--- src/rtl/sram_upload.sv ---
// sram_upload
//
// Streams a contiguous byte range out of the shared 8-bit SRAM onto a
// valid/ready upload stream. This is the read-back partner of the download
// path that fills SRAM. While busy is high this block owns the SRAM address
// bus, and the top level muxes sram_a over the video fetch address.
//
// Bytes are read ahead into a 2-entry FIFO. Each byte is tagged with its
// offset from the start of the range.
//
// Each read takes 2+WAIT cycles: ADDR, then WAIT cycles in WAITS, then LATCH.
//
// Ports:
//   clock, reset_n        rising-edge clock; asynchronous active-low reset
//   start, base, length   transfer request; base and length are sampled
//                         together with start, and only while idle
//   abort                 cancels a running transfer; no done is produced
//   busy                  transfer in progress; the SRAM bus is owned
//   done                  one-cycle pulse at normal completion
//   sram_a, sram_rd       SRAM read address, and its qualifier
//   sram_d                SRAM read data
//   out_valid, out_ready  stream handshake; a byte moves when both are high
//   out_data, out_addr    head byte and its offset from base
module sram_upload #(
   parameter int AW   = 16,
   parameter int WAIT = 2
) (
   input  logic          clock,
   input  logic          reset_n,
   input  logic          start,
   input  logic          abort,
   input  logic [AW-1:0] base,
   input  logic [AW:0]   length,
   output logic          busy,
   output logic          done,
   output logic [AW-1:0] sram_a,
   output logic          sram_rd,
   input  logic [7:0]    sram_d,
   output logic          out_valid,
   input  logic          out_ready,
   output logic [7:0]    out_data,
   output logic [AW-1:0] out_addr
);

   // HOLD is LATCH with no capture: the last byte landed in a full FIFO,
   // so the next read waits until a slot frees.
   typedef enum logic [2:0] {IDLE, ADDR, WAITS, LATCH, HOLD} state_t;

   localparam logic [2:0] WAIT_M1  = (WAIT > 0) ? 3'(WAIT - 1) : 3'd0;
   localparam logic [AW:0] LEFT_ONE = (AW+1)'(1);

   state_t          state, stateNext;
   logic            busyR, doneR;
   logic [AW-1:0]   rdPtr;
   logic [AW:0]     rdLeft;
   logic [AW:0]     txLeft;
   logic [AW-1:0]   ofs;
   logic [2:0]      waitCnt;
   logic [1:0]      fifoCnt;
   logic [7:0]      headData, tailData;
   logic [AW-1:0]   headAddr, tailAddr;

   logic            take, kill, startRun, startZero;
   logic            push, pop, lastPop, slotFree;
   logic [1:0]      cntAfter;

   // A start request is taken only in IDLE with no drain pending.
   // An abort has effect only while busy.
   assign take      = (state == IDLE) && !busyR && start;
   assign kill      = abort && busyR;
   assign startRun  = take && (length != '0);
   assign startZero = take && (length == '0);

   assign push      = (state == LATCH) && !kill;
   assign pop       = (fifoCnt != 2'd0) && out_ready && !kill;
   assign lastPop   = pop && (txLeft == LEFT_ONE);

   // FIFO occupancy after this edge. Using this value lets a pop in the
   // same cycle free a slot for the next read.
   assign cntAfter  = fifoCnt + 2'(push) - 2'(pop);
   assign slotFree  = cntAfter < 2'd2;

   assign busy      = busyR;
   assign done      = doneR;
   assign sram_a    = rdPtr;
   assign sram_rd   = (state == ADDR) || (state == WAITS) || (state == LATCH);
   assign out_valid = fifoCnt != 2'd0;
   assign out_data  = headData;
   assign out_addr  = headAddr;

   always_comb begin
      stateNext = state;
      case (state)
         IDLE:    if (startRun) stateNext = ADDR;
         ADDR:    stateNext = (WAIT > 0) ? WAITS : LATCH;
         WAITS:   if (waitCnt == 3'd0) stateNext = LATCH;
         LATCH: begin
            if (rdLeft == LEFT_ONE) stateNext = IDLE;   // drain: busy stays high
            else if (slotFree)      stateNext = ADDR;
            else                    stateNext = HOLD;
         end
         HOLD:    if (slotFree) stateNext = ADDR;
         default: stateNext = IDLE;
      endcase
      if (kill) stateNext = IDLE;
   end

   always_ff @(posedge clock or negedge reset_n) begin
      if (!reset_n) begin
         state    <= IDLE;
         busyR    <= 1'b0;
         doneR    <= 1'b0;
         rdPtr    <= '0;
         rdLeft   <= '0;
         txLeft   <= '0;
         ofs      <= '0;
         waitCnt  <= 3'd0;
         fifoCnt  <= 2'd0;
         headData <= 8'd0;
         headAddr <= '0;
      end else begin
         state <= stateNext;
         doneR <= startZero || lastPop;

         if (kill)          busyR <= 1'b0;
         else if (startRun) busyR <= 1'b1;
         else if (lastPop)  busyR <= 1'b0;

         if (startRun) begin
            rdPtr  <= base;
            rdLeft <= length;
            txLeft <= length;
            ofs    <= '0;
         end else begin
            if (push) begin
               rdPtr  <= rdPtr + AW'(1);        // wraps to 0 at the top of SRAM
               rdLeft <= rdLeft - LEFT_ONE;
               ofs    <= ofs + AW'(1);
            end
            if (pop) txLeft <= txLeft - LEFT_ONE;
         end

         if (state == ADDR)       waitCnt <= WAIT_M1;
         else if (state == WAITS) waitCnt <= waitCnt - 3'd1;

         if (kill) fifoCnt <= 2'd0;
         else      fifoCnt <= cntAfter;

         // The head is the visible output register. It changes only on a pop
         // or on a push into an empty FIFO, so it holds still under
         // backpressure.
         if (!kill) begin
            if (pop && fifoCnt == 2'd2) begin
               headData <= tailData;
               headAddr <= tailAddr;
            end else if (push && (fifoCnt == 2'd0 || (pop && fifoCnt == 2'd1))) begin
               headData <= sram_d;
               headAddr <= ofs;
            end
         end
      end
   end

   // The second entry is pure data that is only read when fifoCnt says it
   // is occupied, so it has no reset.
   always_ff @(posedge clock) begin
      if (push && cntAfter == 2'd2) begin
         tailData <= sram_d;
         tailAddr <= ofs;
      end
   end

endmodule

--- config.mk ---
export PLATFORM = sky130hd
export DESIGN_NAME = sram_upload
export DESIGN_NICKNAME = d
export VERILOG_FILES = /design/src/rtl/sram_upload.sv
export SDC_FILE = /design/constraint.sdc
export NUM_CORES = 1
export LEC_CHECK = 0
export CAP_MARGIN = 40
export CORE_ASPECT_RATIO = 1.1
export CORE_MARGIN = 10
export CORE_UTILIZATION = 50
export DETAILED_ROUTE_END_ITERATION = 6
export HOLD_SLACK_MARGIN = 0.03
export PLACE_DENSITY_LB_ADDON = 0.15
export SYNTH_ARGS = -nofsm -noshare
export SYNTH_HDL_FRONTEND = slang
export SYNTH_SLANG_ARGS = --single-unit
--- constraint.sdc ---
create_clock -name clock -period 5.3 [get_ports clock]
set_clock_uncertainty 0.1 [all_clocks]
set_input_delay 0.53 -clock clock [delete_from_list [all_inputs] [get_ports clock]]
set_output_delay 0.53 -clock clock [all_outputs]
set_load 0.01 [all_outputs]
==> results.txt <==
- Element type at the critical path end: flop
- The max-slew violation total from the final report is 0.
* Detailed-router iteration count before antenna repair: 5
- In the layout the commonest cells are sky130_fd_sc_hd__dfrtp_1, sky130_fd_sc_hd__clkdlybuf4s50_1, sky130_fd_sc_hd__nor2_1, sky130_fd_sc_hd__a21oi_1, sky130_fd_sc_hd__nand2_1.
- I/O pin count: 90
- In this run the static leakage power is around 0.0029 uW.
* First-pass GRT wire length: between 20000 and 25000 um
- For this block, the via count after detailed routing is approximately 4800.
- Number of buffers and inverters on the critical path: 0
* CP Max Fanout: 38
* Cts bufs inserted: 17
* Top cell family by delay on the critical path: compound AO/OA/AOI/OAI gates
- Clock transition at path regs: roughly 0.06 ns
- After clock tree synthesis, the repair step resized 0 gates.
* Required arrival time at the worst endpoint: 5.50 ns
* Kind of critical path: reg2reg
* Largest stage delay on the critical path: around 0.76 ns
- Core utilization of the finished layout: 66.5%
* Max capacitance violation total: 0
* Yosys warns: 0
- The H-tree was split into 4 levels.
- At the end of routability-driven placement, the weighted congestion stood at slightly below 0.9.
- RSZ-0062 raised after global routing: false
- Number of endpoints with negative hold slack in the final report: 0
- The detailed router finished its first iteration with about 320 violations.
* FMAX: about 0.36 GHz
- Drt via density: between 5 and 6
- CP max stage cell: sky130_fd_sc_hd__o31a_2
- The floorplan has approximately 40 rows.
- From bottom edge to top edge, the die measures roughly 130 um.
- For this run, the post-layout net count is 730.
- Leading cell type in the layout, fill and taps excluded: sky130_fd_sc_hd__dfrtp_1
- In this run, synthesis inferred 24 flip-flops with an integrated enable.
* Final setup viols: 0
* Power share of the clock group: roughly 28%
- Initial core utilization: 51.7%
- Synth Instances: 586
- The total overflow left after global routing is 0.
- Aggregate global-route resource usage: around 18%
- Die width: 124 um
- Full die area: roughly 17000 sq um
* Initial antenna violation count: 0
* Number of sinks handled by clock tree synthesis: 124
* Pin count of the biggest net entering global routing: 57
* Most frequently used flop master after synthesis: sky130_fd_sc_hd__dfrtp_1
- Buffer cell driving the clock tree root: sky130_fd_sc_hd__clkbuf_16
- The worst setup path is launched from a flop.
* Fin crit share: a little over half
- In this run the worst hold path is classified as in2async.
- Part of the total power dissipated in combinational logic: between 30% and 40%
* Power Density: ~580 nW/um^2
- Least-Margin Pin Slew: 0.797 ns
- After filler insertion, the fill cell instance count of the layout stands at a little over 900.
- Post-Synthesis Net Count: about 640
* HPWL Detailed: 10400 um
- The number of global-route vias before repair is 4932.
- Setup total negative slack: 0 ns
* # diodes: 0
- Internal power comes to 2920 uW.
- Synth Area per Inst: a little over 10 sq um
* Clock network latency to the later pin of the worst-skew pair: around 0.42 ns
- In this run the tightest slew margin relative to its limit is a little under half.
* Sequential area share after synthesis: around 54%
- For the finished layout, the period the worst path requires is around 2.8 ns.
- Dividing the detail-routed wire length by the instance count gives about 18 um.
- Of the total power, the share spent switching nets is approximately 35%.
* Post-route antenna net violation count: 0
- Remaining routing DRC violations: 0
- In this run the deepest clock path goes through 2 buffers.
* Mapped cell area: 6000 sq um
* I/O Buffers: between 80 and 90
* Layout cells sized above 1: about 7.4%
- Drt total wl: 14900 um
- Asr flop ratio synth: roughly 80%
* Result of the run: complete, no violations
- CORE AREA: around 12000 sq um
- In this run the power spent charging and discharging nets is 1550 uW.
- Arrival time of data at the critical path endpoint: about 3 ns
* IR drop worst, VDD: around 0.00028 V
- Counting distinct cell types in the post-synthesis netlist gives between 50 and 60.
* CTS tree: built
- Part of the total power dissipated in sequential elements: 37.0%
- Buffers inserted by post-CTS timing repair: 0
- Post-synthesis register bit count: around 120
- Number of buffers inserted by hold repair at cts: 0
- Walking the worst path, the cells encountered are nor4_4, o31a_2, o21ai_0, a221o_1.
- Area Overhead vs Synth: 28.5%
-- path summary, 6_finish.rpt --
check | start | endpoint | cells past startpoint | slack, ns
worst max register to register | state[2] | sram_a[3] | 4 | 2.54
worst min register to register | rdLeft[16] | rdLeft[16] | 1 | 0.41
max in group asynchronous | reset_n | sram_a[9] | 2 | 3.94
min in group clock | rdLeft[16] | rdLeft[16] | 1 | 0.41
worst min-delay path | reset_n | out_data[1] | 1 | 0.02
worst max-delay path | state[2] | sram_a[3] | 4 | 2.54
-- sequential cells by signal, indices dropped and copies added (netlist names), 2 cells and up --
signal / cells
rdLeft: 17
txLeft: 17
ofs: 16
out_addr: 16
sram_a: 16
tailAddr: 16
out_data: 8
tailData: 8
state: 3
waitCnt: 3
fifoCnt: 2
-- cells in the mapped netlist, types with 2 or more instances --
master	count	area (sq um)
sky130_fd_sc_hd__and2_1	3	18.8
sky130_fd_sc_hd__dfrtp_1	100	2500
sky130_fd_sc_hd__or3_1	12	75.1
sky130_fd_sc_hd__edfxtp_1	24	721
sky130_fd_sc_hd__nand3b_1	3	22.5
sky130_fd_sc_hd__ha_1	9	113
sky130_fd_sc_hd__o211ai_1	11	82.6
sky130_fd_sc_hd__nor3b_1	4	30.0
sky130_fd_sc_hd__buf_2	10	50.1
sky130_fd_sc_hd__o22ai_1	2	12.5
sky130_fd_sc_hd__a21o_1	2	15.0
sky130_fd_sc_hd__buf_1	3	11.3
sky130_fd_sc_hd__or4_1	7	52.6
sky130_fd_sc_hd__nand4_1	10	62.6
sky130_fd_sc_hd__o21ai_0	10	50.1
sky130_fd_sc_hd__xor2_1	17	149
sky130_fd_sc_hd__nor4_1	12	75.1
sky130_fd_sc_hd__a221o_1	4	40.0
sky130_fd_sc_hd__nor2_1	64	240
sky130_fd_sc_hd__nand2b_1	3	18.8
sky130_fd_sc_hd__a22oi_1	2	15.0
sky130_fd_sc_hd__and3_1	4	25.0
sky130_fd_sc_hd__nand3_1	26	130
sky130_fd_sc_hd__mux2_2	2	22.5
sky130_fd_sc_hd__xnor2_1	27	236
sky130_fd_sc_hd__a21oi_1	52	260
sky130_fd_sc_hd__buf_4	2	15.0
sky130_fd_sc_hd__nand2_1	48	180
sky130_fd_sc_hd__clkbuf_1	10	37.5
sky130_fd_sc_hd__nor3_1	17	85.1
sky130_fd_sc_hd__or2_2	2	12.5
sky130_fd_sc_hd__mux2i_1	26	260
sky130_fd_sc_hd__o21ai_1	24	120
sky130_fd_sc_hd__inv_1	16	60.1
-- metal layers --
layer	wire, um	up-vias	part of all wire [%]	global-route usage [%]
met3	820	32	5.5	5.05
met1	6250	2333	42	21.0
li1	-	2285	-	-
met4	311	0	2.1	8.23
met2	7490	153	50	29.2
met5	0	-	0	0
-- metrics by stage --
step	area (sq um)	total power, uW	instances	hold WS (ns)	setup WS (ns)
floorplan	6000	2550	586	0.134	0.903
finish	7710	4480	838	0.0186	2.54
CTS	7710	4510	838	0.0404	2.54
global route	7710	4750	838	0.0601	2.34
detailed placement	7060	3210	806	0.399	2.15
global placement	7030	3140	805	0.389	2.21
-- layout make-up --
type	instances	area, sq um	share of cell area [%]
clock buffer	18	429	5.57
timing repair buffer	95	953	12.4
clock inverter	14	219	2.84
inverter	16	60.1	0.779
sequential	124	3220	41.8
multi-input combinational	421	2630	34.2
tap	150	188	2.44
-- power groups by stage --
stage               Combinational, uW  Sequential [uW]  Clock (uW)
finish                           1550             1660        1270
global route                     1710             1710        1330
CTS                              1570             1650        1290
detailed placement               1550             1670           0
global placement                 1490             1650           0
floorplan                         898             1650           0
-- kinds of logic after synthesis --
kind of cell | Yosys count | share of synthesized area, %
AND/OR/NAND/NOR | 224 | 19.1
multiplexers | 28 | 4.71
XOR/XNOR | 44 | 6.42
adder cells (fa/ha/maj) | 9 | 1.88
buffers and inverters | 41 | 2.90
AO/OA/AOI/OAI | 116 | 11.2
flip-flops | 124 | 53.7
(Power assumes the default switching activity.)
==> RTL change 1: new RTL, same settings <==
The parameter `AW` goes from 16 to 17.
--- a/src/rtl/sram_upload.sv
+++ b/src/rtl/sram_upload.sv
@@ -22,7 +22,7 @@
 //   out_valid, out_ready  stream handshake; a byte moves when both are high
 //   out_data, out_addr    head byte and its offset from base
 module sram_upload #(
-   parameter int AW   = 16,
+   parameter int AW   = 17,
    parameter int WAIT = 2
 ) (
    input  logic          clock,
Ports: changed (resized base, length, out_addr and sram_a); port bits go from 90 to 94. The function was not compared with the original's and may differ.
==> RTL change 1 against the unedited design <==
- first-iteration DRC count rose by 12%
- largest cell class unchanged
- routed wire length rose by 6.2%
- critical endpoint is now sram_a[13]
- critical path depth rose by 2
- synthesized area rose by 7.0%
- final area rose by 6.1%
- fmax fell by 0.31%
- total power fell by 2.9%
- die area rose by 5.9%
- worst setup slack got worse by 0.0085 ns
- sequential cell count rose by 6
==> RTL change 1: results (changes against the unedited design) <==
* Worst rel slew slack at 0.410 (-0.0564)
* CP max stage cell: a21oi_4
* Crit path max fanout at 35 (-7.9%)
* Crit path largest cell delay at 0.73 ns (-0.03 ns)
* Ant. Diodes at 0 (unchanged)
* M1 GR Usage at 0.232 (+0.0214)
* Layout net count at 794 (+8.8%)
* Cell Area, Placed at 7530 sq um (+6.7%)
* CTS Hold Bufs at 1 (+1)
* Global-route wire length before repair at 26.5 mm (+7.4%)
* Top Registers: rdLeft x18, txLeft x18
* Wire length per cell at 17.4 microns (-1.9%)
* Port-buffer cells at 93 (+4.5%)
* FILL cells at 1021 (+9.4%)
* Hold crit path type: reg -> reg
* Post-Syn Nets at 701 (+9.4%)
* Largest net degree at the start of global routing at 44 (-23%)
* Status: finished clean
* DR iter-0 viols at 363 (+12%)
* Placer Congestion at 0.874 (-1.4%)
* TritonCTS buffer count at 17 (unchanged)
* Critical path arrival at 2.98 ns (+0.02 ns)
* GRT Overall Usage at 0.180 (+0.00303)
* Leakage at 3.34 nW (+15%)
* M3 GR Usage at 0.0585 (+0.00800)
* Register-to-Register Path Depth at 6 (+2)
* GR Util met2 at 0.282 (-0.00998)
* Top post-synthesis cells by count: dfrtp_1, nand2_1, nor2_1, o21ai_0
* Fraction of layout cells with a size suffix above 1 at 0.0733 (-0.000795)
* Vias per cell at 5.75 (+0.30%)
* Synth warnings at 0 (unchanged)
* Clk_lat worst skew at 0.42 ns (about the same)
* Number of global-route vias before repair at 5251 (+6.5%)
* Dpl hpwl at 11.4 mm (+9.2%)
-- RTL change 1: cell count changes after synthesis, sizes merged, moves of 7 or more --
cell    change
nand2      +34
a21oi      -26
clkbuf     +10
nor3        +8
nor2        -7
o21ai      +28
-- RTL change 1: final cells by class --
type / instances / area [sq um] / area share
clock buffer: 25 / 517 / 0.0632
sequential: 130 / 3380 / 0.413
inverter: 11 / 41.3 / 0.00505
timing repair buffer: 105 / 1050 / 0.129
clock inverter: 7 / 119 / 0.0145
multi-input combinational: 472 / 2870 / 0.351
tap: 157 / 196 / 0.0240
-- RTL change 1: worst paths after layout --
path | from | to | slack [ns]
worst max-delay path | state[0] | sram_a[13] | 2.53
worst max register to register | state[0] | sram_a[13] | 2.53
min in group asynchronous | reset_n | out_data[6] | 0.46
worst min register to register | out_addr[15] | out_addr[15] | 0.38
worst min-delay path | out_addr[15] | out_addr[15] | 0.38
max in group asynchronous | reset_n | ofs[12] | 3.80
-- RTL change 1: critical path, delay by kind of cell (launching register included) --
kind	cells	cell delay, ns
AOI/OAI and AO/OA	3	1.13
buffers and inverters	1	0.44
DFF	1	0.48
and+or+nand+nor	2	0.49
-- RTL change 1: through the flow --
stage | setup slack (ns) | cells | utilization
6_report | 2.53 | 907 | 0.649
5_1_grt | 2.32 | 907 | 0.649
4_1_cts | 2.52 | 907 | 0.649
3_5_place_dp | 2.13 | 874 | 0.598
3_3_place_gp | 2.15 | 870 | 0.593
2_1_floorplan | 2.11 | 644 | -
-- RTL change 1: where the power goes --
part           internal (mW)  switching, mW  total, mW  leakage, nW
clock network          0.818          0.422       1.24        0.305
logic                  0.686          0.743       1.43         1.47
registers               1.34          0.335       1.67         1.57
-- RTL change 1: cells by family after synthesis --
logic type                 after synthesis  share of synthesized area
muxes                                   29                     0.0452
and+or+nand+nor                        264                      0.204
xor gates and xnor gates                49                     0.0669
buffers and inverters                   42                     0.0310
DFF                                    130                      0.526
adders and majority gates                9                     0.0175
AOI/OAI and AO/OA                      121                      0.109
-- RTL change 1: metal layers --
layer  wire length, microns  vias up
met5                      0        -
li1                       -     2492
met3                   1050       17
met1                   7000     2526
met4                    223        0
met2                   7510      179
==> RTL change 2: new RTL, same settings <==
Made on the original files. Re-encode `state_t` (5 states) as one-hot, 5 bits wide.
--- a/src/rtl/sram_upload.sv
+++ b/src/rtl/sram_upload.sv
@@ -44,7 +44,7 @@
 
    // HOLD is LATCH with no capture: the last byte landed in a full FIFO,
    // so the next read waits until a slot frees.
-   typedef enum logic [2:0] {IDLE, ADDR, WAITS, LATCH, HOLD} state_t;
+   typedef enum logic [4:0] {IDLE = 5'b00001, ADDR = 5'b00010, WAITS = 5'b00100, LATCH = 5'b01000, HOLD = 5'b10000} state_t;
 
    localparam logic [2:0] WAIT_M1  = (WAIT > 0) ? 3'(WAIT - 1) : 3'd0;
    localparam logic [AW:0] LEFT_ONE = (AW+1)'(1);
Check against the original RTL: no difference found for any inputs over 10 cycles, from zero or initial values and one cycle with reset_n low; not proved beyond that.
==> RTL change 2 against the unedited design <==
- count of clock-buffer cells in the layout unchanged
- final area increased by 1.9%
- sequential cell count increased by 2
- core utilization decreased by 1.2 points
- sequential share of layout area decreased by 0.13 points
- synthesized area increased by 2.3%
- largest power group unchanged
- die area increased by 1.9%
- fmax decreased by 20%
- total power decreased by 7.4%
- first-iteration DRC count decreased by 19%
- routed wire length increased by 0.79%
- clock power decreased by 4%
- worst setup slack got worse by 0.70 ns
==> RTL change 2: results (changes against the unedited design) <==
* Critical path arrival at 3.44 ns (+0.48 ns)
* GRT Overall Usage at 0.178 (+0.000911)
* Net Sw Power at 1.40 mW (-9.8%)
* Top Registers: rdLeft x17, txLeft x17
* Sequential area share after synthesis at 0.534 (-0.00358)
* Pre-CTS setup slack at 1.40 ns (-0.749 ns)
* Fraction of layout cells with a size suffix above 1 at 0.0792 (+0.00508)
* CP max stage cell: clkdlybuf4s50_1
* Leakage at 3.22 nW (+10%)
* Peak VDD IR at 218 uV (-21%)
* Worst rel slew slack at 0.436 (-0.0306)
* Post-Syn Nets at 656 (+2.3%)
* Crit path max-delay family: buffers and inverters
* Largest net degree at the start of global routing at 50 (-12%)
* Placer Congestion at 0.834 (-5.9%)
* CTS H-tree depth at 4 (unchanged)
* CTS root buf: clkbuf_16
* Crit path max fanout at 37 (-2.6%)
* Placed cells at 828 (+2.7%)
* Reg2reg setup slack at 1.89 ns (-0.65 ns)
* Ant. Diodes at 0 (unchanged)
* Top post-synthesis cells by area: dfrtp_1, edfxtp_1, nand2_1
* Final wirelength at 15.0 mm (+0.79%)
* Wire length per cell at 17.4 microns (-1.9%)
* Avg Cell Area, Syn at 10.2 sq um (-0.11%)
* Synth warnings at 0 (unchanged)
* Post-synth ARST share at 0.810 (+0.00307)
* Global-route wire length before repair at 25.1 mm (+2.0%)
* Distinct cell type count after synthesis at 53 (+1.9%)
* Cell Area, Placed at 7220 sq um (+2.3%)
* Fin crit share at 0.654 (+0.133)
* TritonCTS buffer count at 17 (unchanged)
* Crit path largest cell delay at 0.52 ns (-0.24 ns)
* Dpl hpwl at 10.7 mm (+3.0%)
* Status: finished clean
* Layout net count at 750 (+2.7%)
* Hold crit path type: reg -> reg
* Clk_lat worst skew at 0.41 ns
* Maximum clock insertion buffer count at 2 (unchanged)
* Vias at 4832 (+0.60%)
* First-pass iteration count of the detailed router at 4 (-1)
* DR iter-0 viols at 263 (-19%)
* CTS clock-pin slew for the worst setup and hold paths at 0.05 ns
* Number of global-route vias before repair at 4990 (+1.2%)
* Top post-synthesis cells by count: dfrtp_1, nand2_1, o21ai_0
==> RTL change 2: cell types whose count changed after synthesis, moves of 4 or more <==
cell      change
o21ai_0      +40
xnor2_1       -4
nor2b_1       +4
nand3_1       +5
nand4b_1      +4
nand2_1      +27
nor2_1       -17
a21oi_1      -29
o21ai_1      -23
inv_1         -5
xor2_1        +9
or3_1         -6
nor4_1        +4
==> RTL change 2: cell families after synthesis <==
family / share of synthesized area
fa+ha+maj: 0.0204
compound gates: 0.101
xor+xnor: 0.0700
flops: 0.534
mux: 0.0408
simple gates: 0.210
buf+inv: 0.0243
==> RTL change 2: through the flow <==
step / utilization / total power, mW / hold WS (ns)
finish: 0.653 / 4.14 / 0.376
floorplan: - / 2.33 / 0.134
global route: 0.653 / 4.41 / 0.405
CTS: 0.653 / 4.17 / 0.382
global placement: 0.595 / 2.87 / 0.361
detailed placement: 0.600 / 2.95 / 0.369
==> RTL change 2: routing by layer <==
metal  GRT usage  routed length (microns)  vias up  part of all wire
met2       0.294                     7420      135              0.49
met1       0.220                     6640     2325              0.44
met3      0.0452                      720       17             0.048
met4      0.0679                      211        0             0.014
li1            -                        -     2355                 -
met5           0                        0        -                 0
==> RTL change 2: repair_timing <==
action                    4_1_cts  5_1_grt
hold endpoints to repair       29        0
hold buffers                    1        0
resized for setup               0        0
==> RTL change 2: area by class of cell <==
| cell class | instances | area (sq um) |
|---|---|---|
| Tap cell | 154 | 193 |
| Clock buffer | 18 | 429 |
| Fill cell | 977 | 4180 |
| Clock inverter | 14 | 193 |
| Multi-Input combinational cell | 439 | 2730 |
| Inverter | 12 | 45.0 |
| Sequential cell | 126 | 3270 |
| Timing Repair Buffer | 98 | 995 |
==> RTL change 2: power groups by stage <==
stage	Sequential, mW	Clock (mW)	Combinational (mW)
2_1_floorplan	1.60	0	0.731
3_3_place_gp	1.58	0	1.29
3_5_place_dp	1.60	0	1.35
4_1_cts	1.59	1.23	1.35
5_1_grt	1.64	1.29	1.48
6_report	1.60	1.22	1.33
==> RTL change 2: path summary, 6_finish.rpt <==
path                       cells after the start            to         from
max                                           12  tailAddr[14]        abort
min                                            2   out_data[2]  out_data[2]
max reg2reg                                   11  tailAddr[14]     state[4]
min reg2reg                                    2   out_data[2]  out_data[2]
max in group asynchronous                      4     txLeft[8]      reset_n
min in group asynchronous                      2   out_data[4]      reset_n
==> RTL change 2: worst min-delay path, cell delays in order (launching register included) <==
cell and delay, ns:
dfrtp_1 0.34, nand2_1 0.04, o21ai_0 0.06
